[src/rtl/fetch_unit.sv]
// fetch_unit: IF stage - owns PCF, issues single-outstanding imem reads,
// buffers returned instructions in a small FIFO toward decode.
module fetch_unit #(
  parameter int DPW = 32,
  parameter logic [DPW-1:0] RESET_PC = '0,
  parameter int DEPTH = 2
) (
  input  logic           clk_i,
  input  logic           arst_ni,
  input  logic [DPW-1:0] pc_next_i,
  input  logic           redirect_i,
  input  logic           stall_i,
  output logic [DPW-1:0] pcf_o,
  output logic           imem_req_valid_o,
  input  logic           imem_req_ready_i,
  output logic [DPW-1:0] imem_addr_o,
  input  logic           imem_rsp_valid_i,
  input  logic [DPW-1:0] imem_rsp_data_i,
  output logic           instr_valid_o,
  input  logic           instr_ready_i,
  output logic [DPW-1:0] instr_o,
  output logic [DPW-1:0] instr_pc_o
);
  localparam int PW = $clog2(DEPTH);
  localparam logic [PW:0] LP_DEPTH = (PW+1)'(DEPTH);
  typedef enum logic [1:0] {IDLE, REQ, WAIT, DROP} state_t;
  state_t r_state, w_state_nx;
  logic [DPW-1:0] r_pcf, r_tag_pc;
  logic [DPW-1:0] r_mem_instr [DEPTH];
  logic [DPW-1:0] r_mem_pc [DEPTH];
  logic [PW-1:0] r_wptr, r_rptr;
  logic [PW:0] r_count, w_count_nx;
  logic w_accept, w_push, w_pop;
  assign w_accept = (r_state == REQ) && imem_req_ready_i;
  assign w_push = (r_state == WAIT) && imem_rsp_valid_i && !redirect_i;
  assign w_pop = (r_count != '0) && instr_ready_i && !redirect_i;
  assign w_count_nx = r_count + (PW+1)'(w_push) - (PW+1)'(w_pop);
  // issuing only while a slot is free reserves room for the one outstanding response
  always_comb begin
    w_state_nx = r_state;
    case (r_state)
      IDLE: w_state_nx = (!stall_i && (r_count < LP_DEPTH) && !redirect_i) ? REQ : IDLE;
      REQ:  w_state_nx = redirect_i ? (imem_req_ready_i ? DROP : IDLE) : (imem_req_ready_i ? WAIT : REQ);
      WAIT: w_state_nx = !imem_rsp_valid_i ? (redirect_i ? DROP : WAIT) :
                         (!stall_i && (w_count_nx < LP_DEPTH) && !redirect_i) ? REQ : IDLE;
      DROP: w_state_nx = imem_rsp_valid_i ? IDLE : DROP;
      default: w_state_nx = IDLE;
    endcase
  end
  always_ff @(posedge clk_i or negedge arst_ni) begin
    if (!arst_ni) begin
      r_state <= IDLE;
      r_pcf <= RESET_PC;
      r_tag_pc <= '0;
      r_wptr <= '0;
      r_rptr <= '0;
      r_count <= '0;
    end else begin
      r_state <= w_state_nx;
      if (redirect_i || w_accept) r_pcf <= pc_next_i;
      if (w_accept) r_tag_pc <= r_pcf;
      r_wptr <= redirect_i ? '0 : r_wptr + PW'(w_push);
      r_rptr <= redirect_i ? '0 : r_rptr + PW'(w_pop);
      r_count <= redirect_i ? '0 : w_count_nx;
    end
  end
  always_ff @(posedge clk_i or negedge arst_ni) begin
    if (!arst_ni) begin
      for (int i = 0; i < DEPTH; i++) begin
        r_mem_instr[i] <= '0;
        r_mem_pc[i] <= '0;
      end
    end else if (w_push) begin
      r_mem_instr[r_wptr] <= imem_rsp_data_i;
      r_mem_pc[r_wptr] <= r_tag_pc;
    end
  end
  assign pcf_o = r_pcf;
  assign imem_addr_o = r_pcf;
  assign imem_req_valid_o = (r_state == REQ);
  assign instr_valid_o = (r_count != '0);
  assign instr_o = r_mem_instr[r_rptr];
  assign instr_pc_o = r_mem_pc[r_rptr];
endmodule
[config.mk]
export PLATFORM = sky130hd
export DESIGN_NAME = fetch_unit
export DESIGN_NICKNAME = d
export VERILOG_FILES = /design/src/rtl/fetch_unit.sv
export SDC_FILE = /design/constraint.sdc
export NUM_CORES = 1
export LEC_CHECK = 0
export ABC_CLOCK_PERIOD_IN_PS = 5300
export CAP_MARGIN = 0
export CORE_UTILIZATION = 43
export CTS_CLUSTER_SIZE = 25
export DETAILED_ROUTE_END_ITERATION = 12
export HOLD_SLACK_MARGIN = 0.02
export PLACE_DENSITY = 0.72
export SLEW_MARGIN = 5
export SYNTH_ARGS = -nofsm -noshare
export SYNTH_HDL_FRONTEND = slang
export SYNTH_SLANG_ARGS = --single-unit
[constraint.sdc]
create_clock -name clk_i -period 5.3 [get_ports clk_i]
set_clock_uncertainty 0.05 [all_clocks]
set_input_delay 1.325 -clock clk_i [delete_from_list [all_inputs] [get_ports clk_i]]
set_output_delay 1.325 -clock clk_i [all_outputs]
set_load 0.05 [all_outputs]
Word level (Yosys, flattened, before mapping)
Index checks and enable logic that the tools add are counted.
{"block": "totals", "reg_bits": 198, "in_bits": 71, "out_inout_bits": 130, "word_cells": 61}
{"block": "op_classes", "add_sub_neg": 4, "n_lt_le_gt_ge": 5, "n_eq_ne": 3, "n_mux": 22, "bitwise_logic": 2, "n_reduce_logical": 15}
{"operator": "$mux 32", "count": 7}
{"operator": "$bwmux 64", "count": 2}
{"operator": "$demux 32 s1", "count": 1}
{"operator": "$mux 2", "count": 6}
{"operator": "$logic_and 1x1->1", "count": 10}
{"operator": "$pmux 2 s4", "count": 1}
{"operator": "$mux 1", "count": 5}
{"operator": "$eq 2x2->1 const B", "count": 2}
{"operator": "$ge 2x2->1 const B", "count": 2}
{"operator": "$lt 2x2->1 const B", "count": 2}
{"operator": "$not 1->2", "count": 2}
{"operator": "$add 1x1->1", "count": 2}
{"operator": "$add 2x1->2", "count": 1}
{"operator": "$eq 2x1->1 const B", "count": 1}
{"operator": "$logic_not 1->1", "count": 2}
{"operator": "$logic_not 2->1", "count": 1}
{"operator": "$lt 2x1->1 const B", "count": 1}
{"operator": "$reduce_bool 2->1", "count": 1}
{"operator": "$sub 2x1->2", "count": 1}
{"operator": "$logic_or 1x1->1", "count": 1}

Depth between registers and ports, before layout
Gate-level depths: netlist of the first run.
{"block": "depth", "word_depth": 11, "depth_mapped": 9, "ltp_nobuf": 9}

Worst setup path after synthesis of the first run
No wires, ideal clock.
{"block": "synth_timing", "kind": "input to register", "start": "input port redirect_i", "end": "register r_state[0]", "setup_ps": 122, "t_arrival_ps": 2941, "setup_slack_ps": 2188, "cell_stages": 9, "path_buffers": 1, "cell_sequence": "buf_4 -> nor4b_1 -> inv_1 -> ha_1 -> inv_1 -> ha_1 -> xor2_1 -> xnor2_1 -> a32o_1"}
{"block": "synth_via", "elab_chain_len": 10, "word_cells_on_any_way": 15, "classes_between": "2 x add/sub; 1 x order compare; 6 x mux; 6 x reduce/logical"}
{"element": "start, declared", "line_no": "11", "text": "input logic redirect_i,"}
{"element": "$logic_not 1->1"}
{"element": "$logic_and 1x1->1", "line_no": "35", "text": "assign w_push = (r_state == WAIT) && imem_rsp_valid_i && !redirect_i;"}
{"element": "$add 2x1->2", "line_no": "37", "text": "assign w_count_nx = r_count + (PW+1)'(w_push) - (PW+1)'(w_pop);"}
{"element": "$sub 2x1->2", "line_no": "37"}
{"element": "$lt 2x2->1", "line_no": "45", "text": "(!stall_i && (w_count_nx < LP_DEPTH) && !redirect_i) ? REQ : IDLE;"}
{"element": "$logic_and 1x1->1 (2 in series)", "line_no": "45"}
{"element": "$mux 1", "line_no": "45"}
{"element": "$mux 2", "line_no": "44", "text": "WAIT: w_state_nx = !imem_rsp_valid_i ? (redirect_i ? DROP : WAIT) :"}
{"element": "$pmux 2 s4 (*)", "line_no": "41", "text": "case (r_state)"}
{"element": "net w_state_nx[0]", "line_no": "27", "text": "state_t r_state, w_state_nx;"}
{"element": "end signal, assigned", "line_no": "59", "text": "r_state <= w_state_nx;"}
{"element": "end, declared", "line_no": "27"}
The timed path passes the listed nets; every way through them passes the cells marked *.
A chain may end at the register's enable or synchronous reset.

Worst setup path in the final report of the first run
{"block": "layout_timing", "start": "register r_rptr", "end": "output port instr_pc_o[2]"}
{"block": "layout_via", "elab_chain_len": 4}
{"element": "start, declared", "line_no": "31", "text": "logic [PW-1:0] r_wptr, r_rptr;"}
{"element": "start signal, assigned", "line_no": "63", "text": "r_rptr <= redirect_i ? '0 : r_rptr + PW'(w_pop);"}
{"element": "$not 1->2 (implied by the code)", "line_no": "83", "text": "assign instr_pc_o = r_mem_pc[r_rptr];"}
{"element": "$mux 32 (implied by the code) (3 in series)", "line_no": "83"}
{"element": "end, declared", "line_no": "22", "text": "output logic [DPW-1:0] instr_pc_o"}
No other way between the ends. The select of a mux whose other input is x is not followed.

==> results.txt, run 1 <==
port buffer count - 200
CTS Buffer Depth - 2
slowest cell delay on critical path - 1.03 ns
first-pass GRT wire length - 26.8 mm
Synth Area in Adders - 0.574%
unique cell type count in the Yosys netlist - 24
maxcap violations - 0
flops & latches, synth - 198
Final ANT Viol Nets - 0
largest net degree at the start of global routing - 135
max-slew violation count - 0
DRC Markers - 0
RSZ-0062 raised after global routing - no
post-CTS sizing - 0
drt total wl - 16.8 mm
HP Class - register to register
multi-input logic area - 3350 µm²
DP Area - 10700 µm²
highest clock rate - 245 MHz
num ports - 201
via count - 4846
Buf+Inv Stages, Crit Path - 1
pre-CTS setup slack - 0.986 ns
GRT Util Overall - 16.8%
Seq. cell area - 4960 µm²
CP Class - register to output pin
CTS root buffer - clkbuf_16
total grt overflow - 0
RD Place Congestion - 0.705
antenna violations before repair - 0
total die area - 20800 µm²
run status - complete, no violations
final instance area - 11300 µm²
Mapped Area - 8720 µm²
Die Wd - 144 µm
leading area contributor after synthesis - dfrtp_1
DRT Pass-1 Iters - 4
worst-path maximum fanout - 65
Worst VDD drop - 0.362 mV
post-synthesis cell count - 545
family with the most delay on the worst path - flip-flops
# setup viols final - 0
row count - 51
CTS tree - done
reg2reg setup slack - 2.51 ns
Worst Tran Pin Value - 1.10 ns
DP Wirelength - 11.1 mm
setup ws final - 1.22 ns
required time worst endpoint - 3.92 ns
post-synthesis mux area share - 35.6%
largest family of logic cells by synthesized area - multiplexers
Core ar. - 19700 µm²
CTS Buf Count - 17
Syn. warnings - 0
CP Cell Sequence - mux2_2, clkdlybuf4s50_1
H-tree levels - 4
Critical Path Source Type - register
Final Util - 57.5%
Ant. Diodes - 0
Critical-path top delay cell - dfrtp_4
syn nets - 620
Setup TNS - 0 ns
P per Cell Area - 618 nW/µm²
share of layout cells above drive strength 1 - 41.4%
simple-gate share of the synthesized area - 1.03%
P_leak - 0.00509 µW
vias in the first global route - 5165
Rel. slew slack - 25.8%
via density per instance - 4.92
most common cell after layout, fill and taps aside - clkdlybuf4s50_1
DR WL/cell - 17.1 µm
syn_area_per_cell - 16.0 µm²
Hold Violations, Final - 0
period utilization - 76.9%
compound-cell area share of the yosys netlist - 0.560%
Post-Synth XOR/XNOR Area - 0.402%
Clock Pin Slew Worst Setup and Hold Paths - 0.07 ns
number of DRC markers in iteration 0 - 144
Final min period - 4.08 ns
fin nets - 783
clock network latency to the later pin of the worst-skew pair - 0.42 ns
most frequent cells in the layout - clkdlybuf4s50_1, mux2_2, dfrtp_1
effective utilization at floorplan - 44.4%
area grow syn2layout - 29.7%
Fill cells - 1530
cts hold-fix bufs - 0
Arr. time, crit path - 2.70 ns
clk sink count - 198
# Post-CTS Setup Buffers - 0
Seq/Total Area, Yosys - 56.8%
Synth top area share - 56.8%
Die Span Y - 144 µm
top cells by area, synth - dfrtp_1, mux2_2, mux2_4
Worst Setup End Kind - output pin
cell type report:
cell class                      instances  area share [%]
Clock buffer                           19            4.01
Inverter                                4           0.133
Tap cell                              265            2.93
Sequential cell                       198            43.8
Timing Repair Buffer                  204            18.3
Multi-Input combinational cell        283            29.7
Clock inverter                         11            1.10
cell families after synthesis:
logic type,Yosys count
adder cells (fa/ha/maj),4
buffers and inverters,64
multiplexers,256
AND/OR/NAND/NOR,14
XOR/XNOR,4
flip-flops,198
AO/OA/AOI/OAI,5
worst reg2reg max path: cells and delay by family, from the launching register on:
family / cells / cell delay (ns)
mux: 1 / 0.42
simple gates: 1 / 0.92
fa+ha+maj: 1 / 0.49
buf+inv: 1 / 0.31
flops: 1 / 0.49
state kept, by name (all words and copies together), names as in the netlist:
signal,cells
imem_addr_o,32
r_mem_instr,64
r_state,2
r_rptr,1
r_wptr,1
r_count,2
r_tag_pc,32
r_mem_pc,64
worst paths after layout:
check	end	startpoint	depth (start not counted)
worst min-delay path	r_mem_pc[0]	r_mem_pc[0]	1
worst min register to register	r_mem_pc[0]	r_mem_pc[0]	1
max in group asynchronous	r_rptr	arst_ni	2
worst max register to register	r_mem_pc[17]	r_state[1]	4
min in group asynchronous	r_mem_pc[8]	arst_ni	1
worst max-delay path	instr_pc_o[2]	r_rptr	2
routing by layer:
metal / global-route usage (%) / routed length, µm / share of wire, %
met1: 22.4 / 7730 / 46
met2: 26.9 / 8000 / 48
met4: 5.76 / 204 / 1.2
met5: 0 / 0 / 0
met3: 3.87 / 874 / 5.2
cell usage after synthesis, drive strengths merged:
library cell / n
nand2b: 2
nor4b: 1
inv: 4
buf: 60
o21ai: 1
ha: 4
xor2: 3
a21oi: 1
or2: 1
dfrtp: 198
o211ai: 1
a32o: 1
nand2: 2
xnor2: 1
a311o: 1
nor4: 2
mux2: 256
nor2b: 2
nor2: 4
through the flow:
stage | total power (µW) | std cells | hold slack (ns)
CTS | 7060 | 984 | 0.456
detailed placement | 5760 | 954 | 0.440
global placement | 5680 | 954 | 0.434
finish | 6990 | 984 | 0.450
global route | 7300 | 984 | 0.465
floorplan | 4790 | 545 | 0.425
report_power, final:
group          internal [µW]  total, µW  switching [µW]
Combinational           1440       3330            1880
Sequential              2030       2380             355
Clock                    719       1280             559
Power figures use the tool's default switching activity.
==> inputs of run 2 (changes only) <==
Settings changed: ABC_CLOCK_PERIOD_IN_PS 5300 to 4000.
Clock period 5.3 ns to 4 ns, I/O delays scaled along.
==> run 2 against run 1 <==
Register-to-register slack worse by 0.80 ns; worst hold slack better by 0.00087 ns; clock-buffer cell count unchanged; critical path depth increased by 1; final area is 0.14% higher; wire length grew 3.3%; setup slack worse by 0.76 ns; highest routed layer unchanged; combinational power up 34%; sequential power rose by 32%; core utilization grew 0.083 points; largest cell class unchanged; first-iteration DRC count fell by 18%; largest power group unchanged; via count increased by 1.8%.
==> results.txt, run 2 (synthesized netlist as in run 1, its figures left out) <==
run status - complete, no violations
area grow syn2layout - 29.9%
# Post-CTS Setup Buffers - 0
Worst Setup End Kind - output pin
fin nets - 787
DP Wirelength - 11.3 mm
RSZ-0062 raised after global routing - no
worst r2r src - r_state[1]
CTS tree - done
GRT Util Overall - 17.5%
# setup viols final - 0
via count - 4931
highest clock rate - 282 MHz
DRC Markers - 0
port buffer count - 200
Die Wd - 144 µm
Fill cells - 1575
CTS root buffer - clkbuf_16
P_leak - 0.00509 µW
largest net degree at the start of global routing - 85
DR WL/cell - 17.6 µm
row count - 51
Die Span Y - 144 µm
P per Cell Area - 810 nW/µm²
Arr. time, crit path - 2.49 ns
HP Class - register to register
total die area - 20800 µm²
Worst Tran Pin Value - 0.696 ns
cts hold-fix bufs - 0
reg2reg setup slack - 1.71 ns
post-CTS sizing - 0
clock network latency to the later pin of the worst-skew pair - 0.42 ns
depth of the most critical reg-to-reg path - 9
total grt overflow - 0
clk sink count - 198
CTS Buf Count - 17
CP Class - register to output pin
pre-CTS setup slack - 0.511 ns
H-tree levels - 4
DRT Pass-1 Iters - 4
worst r2r dst - r_state[0]
Final ANT Viol Nets - 0
antenna violations before repair - 0
effective utilization at floorplan - 44.4%
Worst VDD drop - 0.371 mV
number of DRC markers in iteration 0 - 118
multi-input logic area - 3350 µm²
most frequent cells in the layout - clkdlybuf4s50_1, mux2_2, dfrtp_1
vias in the first global route - 5291
worst-path maximum fanout - 18
Critical Path Source Type - register
worst setup path endpoint - instr_pc_o[2]
Hold Violations, Final - 0
period utilization - 88.5%
most common cell after layout, fill and taps aside - clkdlybuf4s50_1
max-slew violation count - 0
maxcap violations - 0
setup ws final - 0.459 ns
top flop regs - r_mem_instr x64, r_mem_pc x64
Clock Pin Slew Worst Setup and Hold Paths - 0.06 ns
num ports - 201
Core ar. - 19700 µm²
via density per instance - 4.99
CTS Buffer Depth - 2
Seq. cell area - 4960 µm²
first-pass GRT wire length - 27.6 mm
Rel. slew slack - 53.6%
RD Place Congestion - 0.724
Setup TNS - 0 ns
drt total wl - 17.4 mm
required time worst endpoint - 2.95 ns
Critical Path Start - r_rptr
share of layout cells above drive strength 1 - 41.6%
Ant. Diodes - 0
Final min period - 3.54 ns
run 2: power breakdown:
part / total, µW / internal [µW] / switching (µW)
registers: 3130 / 2690 / 441
logic: 4460 / 1920 / 2540
clock network: 1580 / 856 / 724
run 2: worst max-delay path, cell delays in order, from the launching register on:
cell	delay, ns
dfrtp_4	0.59
buf_4	0.35
mux2_2	0.39
clkdlybuf4s50_1	0.73
run 2: per-stage QoR:
stage	power, µW	hold slack, ns	instances	util, %	cell area (µm²)
global route	9600	0.463	989	57.6	11300
CTS	9270	0.455	989	57.6	11300
detailed placement	7650	0.440	958	54.9	10800
floorplan	6340	0.425	545	-	8720
global placement	7530	0.433	958	54.9	10800
finish	9170	0.451	989	57.6	11300
run 2: worst min path at each step:
stage	start	to	slack, ns	cells past startpoint
after global routing	r_mem_pc[38]	r_mem_pc[38]	0.46	1
final	r_mem_instr[55]	r_mem_instr[55]	0.45	1
after CTS	r_mem_pc[11]	r_mem_pc[11]	0.45	1
after detailed placement	r_mem_instr[26]	r_mem_instr[26]	0.44	1
after floorplan	r_mem_instr[31]	r_mem_instr[31]	0.42	1
after global placement	r_mem_instr[30]	r_mem_instr[30]	0.43	1
run 2: layout make-up:
class | instances | share of cell area, %
Sequential cell | 198 | 43.8
Multi-Input combinational cell | 283 | 29.6
Timing Repair Buffer | 208 | 18.8
Clock buffer | 19 | 3.82
Tap cell | 265 | 2.93
Clock inverter | 12 | 0.928
Inverter | 4 | 0.133
run 2: per-layer routing:
layer | track usage [%] | vias to the layer above | share of wire (%)
li1 | - | 2229 | -
met1 | 22.2 | 2547 | 45
met2 | 29.0 | 141 | 49
met3 | 4.77 | 14 | 5.3
met4 | 4.99 | 0 | 0.88
met5 | 0 | - | 0
==> inputs of run 3 (changes only) <==
Settings changed: CORE_MARGIN set to 2.
==> run 3 against run 2 <==
Setup slack improved by 0.085 ns; first-iteration DRC count increased by 19%; flip-flop and latch count unchanged; combinational power about the same; core utilization decreased by 0.99 points; register-to-register slack better by 0.06 ns.
==> results.txt, run 3 (synthesized netlist as in run 1, its figures left out) <==
# setup viols final - 0
Arr. time, crit path - 2.41 ns
area grow syn2layout - 30.2%
P_leak - 0.00510 µW
first-pass GRT wire length - 28.8 mm
largest net degree at the start of global routing - 113
Worst VDD drop - 0.549 mV
required time worst endpoint - 2.95 ns
total grt overflow - 0
DRC Markers - 0
antenna violations before repair - 0
Pwr Total - 9220 µW
pre-CTS setup slack - 0.691 ns
num ports - 201
H-tree levels - 4
most frequent cells in the layout - clkdlybuf4s50_1, mux2_2, dfrtp_1
Clock Pin Slew Worst Setup and Hold Paths - 0.07 ns
Die Wd - 146 µm
clk sink count - 198
CP Class - register to output pin
via count - 4909
max-slew violation count - 0
clock network latency to the later pin of the worst-skew pair - 0.42 ns
highest clock rate - 289 MHz
effective utilization at floorplan - 43.5%
Setup TNS - 0 ns
Worst Tran Pin Value - 0.708 ns
DP Wirelength - 11.4 mm
Final ANT Viol Nets - 0
number of DRC markers in iteration 0 - 140
GRT Util Overall - 16.9%
Die Span Y - 146 µm
HP Class - register to register
P per Cell Area - 813 nW/µm²
Critical Path Source Type - register
CTS root buffer - clkbuf_16
DRT Pass-1 Iters - 4
total die area - 21400 µm²
fin cells - 996
run status - complete, no violations
setup ws final - 0.545 ns
Rel. slew slack - 52.8%
share of layout cells above drive strength 1 - 42.0%
Inst Count DP - 964
worst-path maximum fanout - 36
hold wc startpoint - r_mem_instr[20]
Fill cells - 1642
Core ar. - 20000 µm²
period utilization - 86.4%
most common cell after layout, fill and taps aside - clkdlybuf4s50_1
CTS tree - done
# Post-CTS Setup Buffers - 0
CTS Buffer Depth - 2
cts hold-fix bufs - 0
via density per instance - 4.93
port buffer count - 200
Critical Path Start - r_rptr
fin nets - 788
top flop regs - r_mem_instr x64, r_mem_pc x64
Ant. Diodes - 0
Hold Violations, Final - 0
Worst Setup End Kind - output pin
row count - 52
RD Place Congestion - 0.736
worst r2r src - r_state[1]
maxcap violations - 0
DR WL/cell - 17.5 µm
vias in the first global route - 5380
RSZ-0062 raised after global routing - no
post-CTS sizing - 0
drt total wl - 17.5 mm
CTS Buf Count - 17
Final min period - 3.46 ns
## run 3: path summary, 6_finish.rpt
kind / cells after the start / to / slack (ns)
min in group asynchronous: 1 / r_mem_instr[38] / 0.49
worst max-delay path: 3 / instr_o[5] / 0.54
worst min-delay path: 1 / r_mem_instr[20] / 0.45
worst min register to register: 1 / r_mem_instr[20] / 0.45
worst max register to register: 9 / r_state[0] / 1.77
max in group asynchronous: 2 / r_rptr / 2.41
## run 3: power by group
part	switching, µW	leakage (µW)	internal, µW	total (µW)
combinational	2540	0.00232	1920	4460
clock	776	0.000276	869	1650
sequential	435	0.00250	2690	3120
total	3750	0.00510	5470	9220
## run 3: area by class of cell
class	instances	area, µm²	area share [%]
inverter	4	15.0	0.132
timing repair buffer	209	2110	18.6
clock buffer	20	467	4.11
sequential	198	4960	43.7
tap	270	338	2.98
multi-input combinational	283	3350	29.5
clock inverter	12	109	0.959
## run 3: worst max-delay path: stages, from the launching register on
cell,delay [ns]
dfrtp_2,0.35
buf_4,0.45
mux2_2,0.40
clkdlybuf4s50_1,0.73
## run 3: stage by stage
step                      util, %  area [µm²]  hold slack, ns
after floorplan                 -        8720           0.425
after global placement       53.8       10800           0.433
after detailed placement     53.8       10800           0.441
after CTS                    56.6       11300           0.457
after global routing         56.6       11300           0.465
final                        56.6       11300           0.455
## run 3: layer usage
layer / GRT usage [%] / part of all wire (%) / vias to the layer above
met5: 0 / 0 / -
li1: - / - / 2228
met1: 22.8 / 46 / 2548
met4: 3.64 / 0.73 / 0
met3: 4.06 / 4.3 / 11
met2: 27.9 / 49 / 122
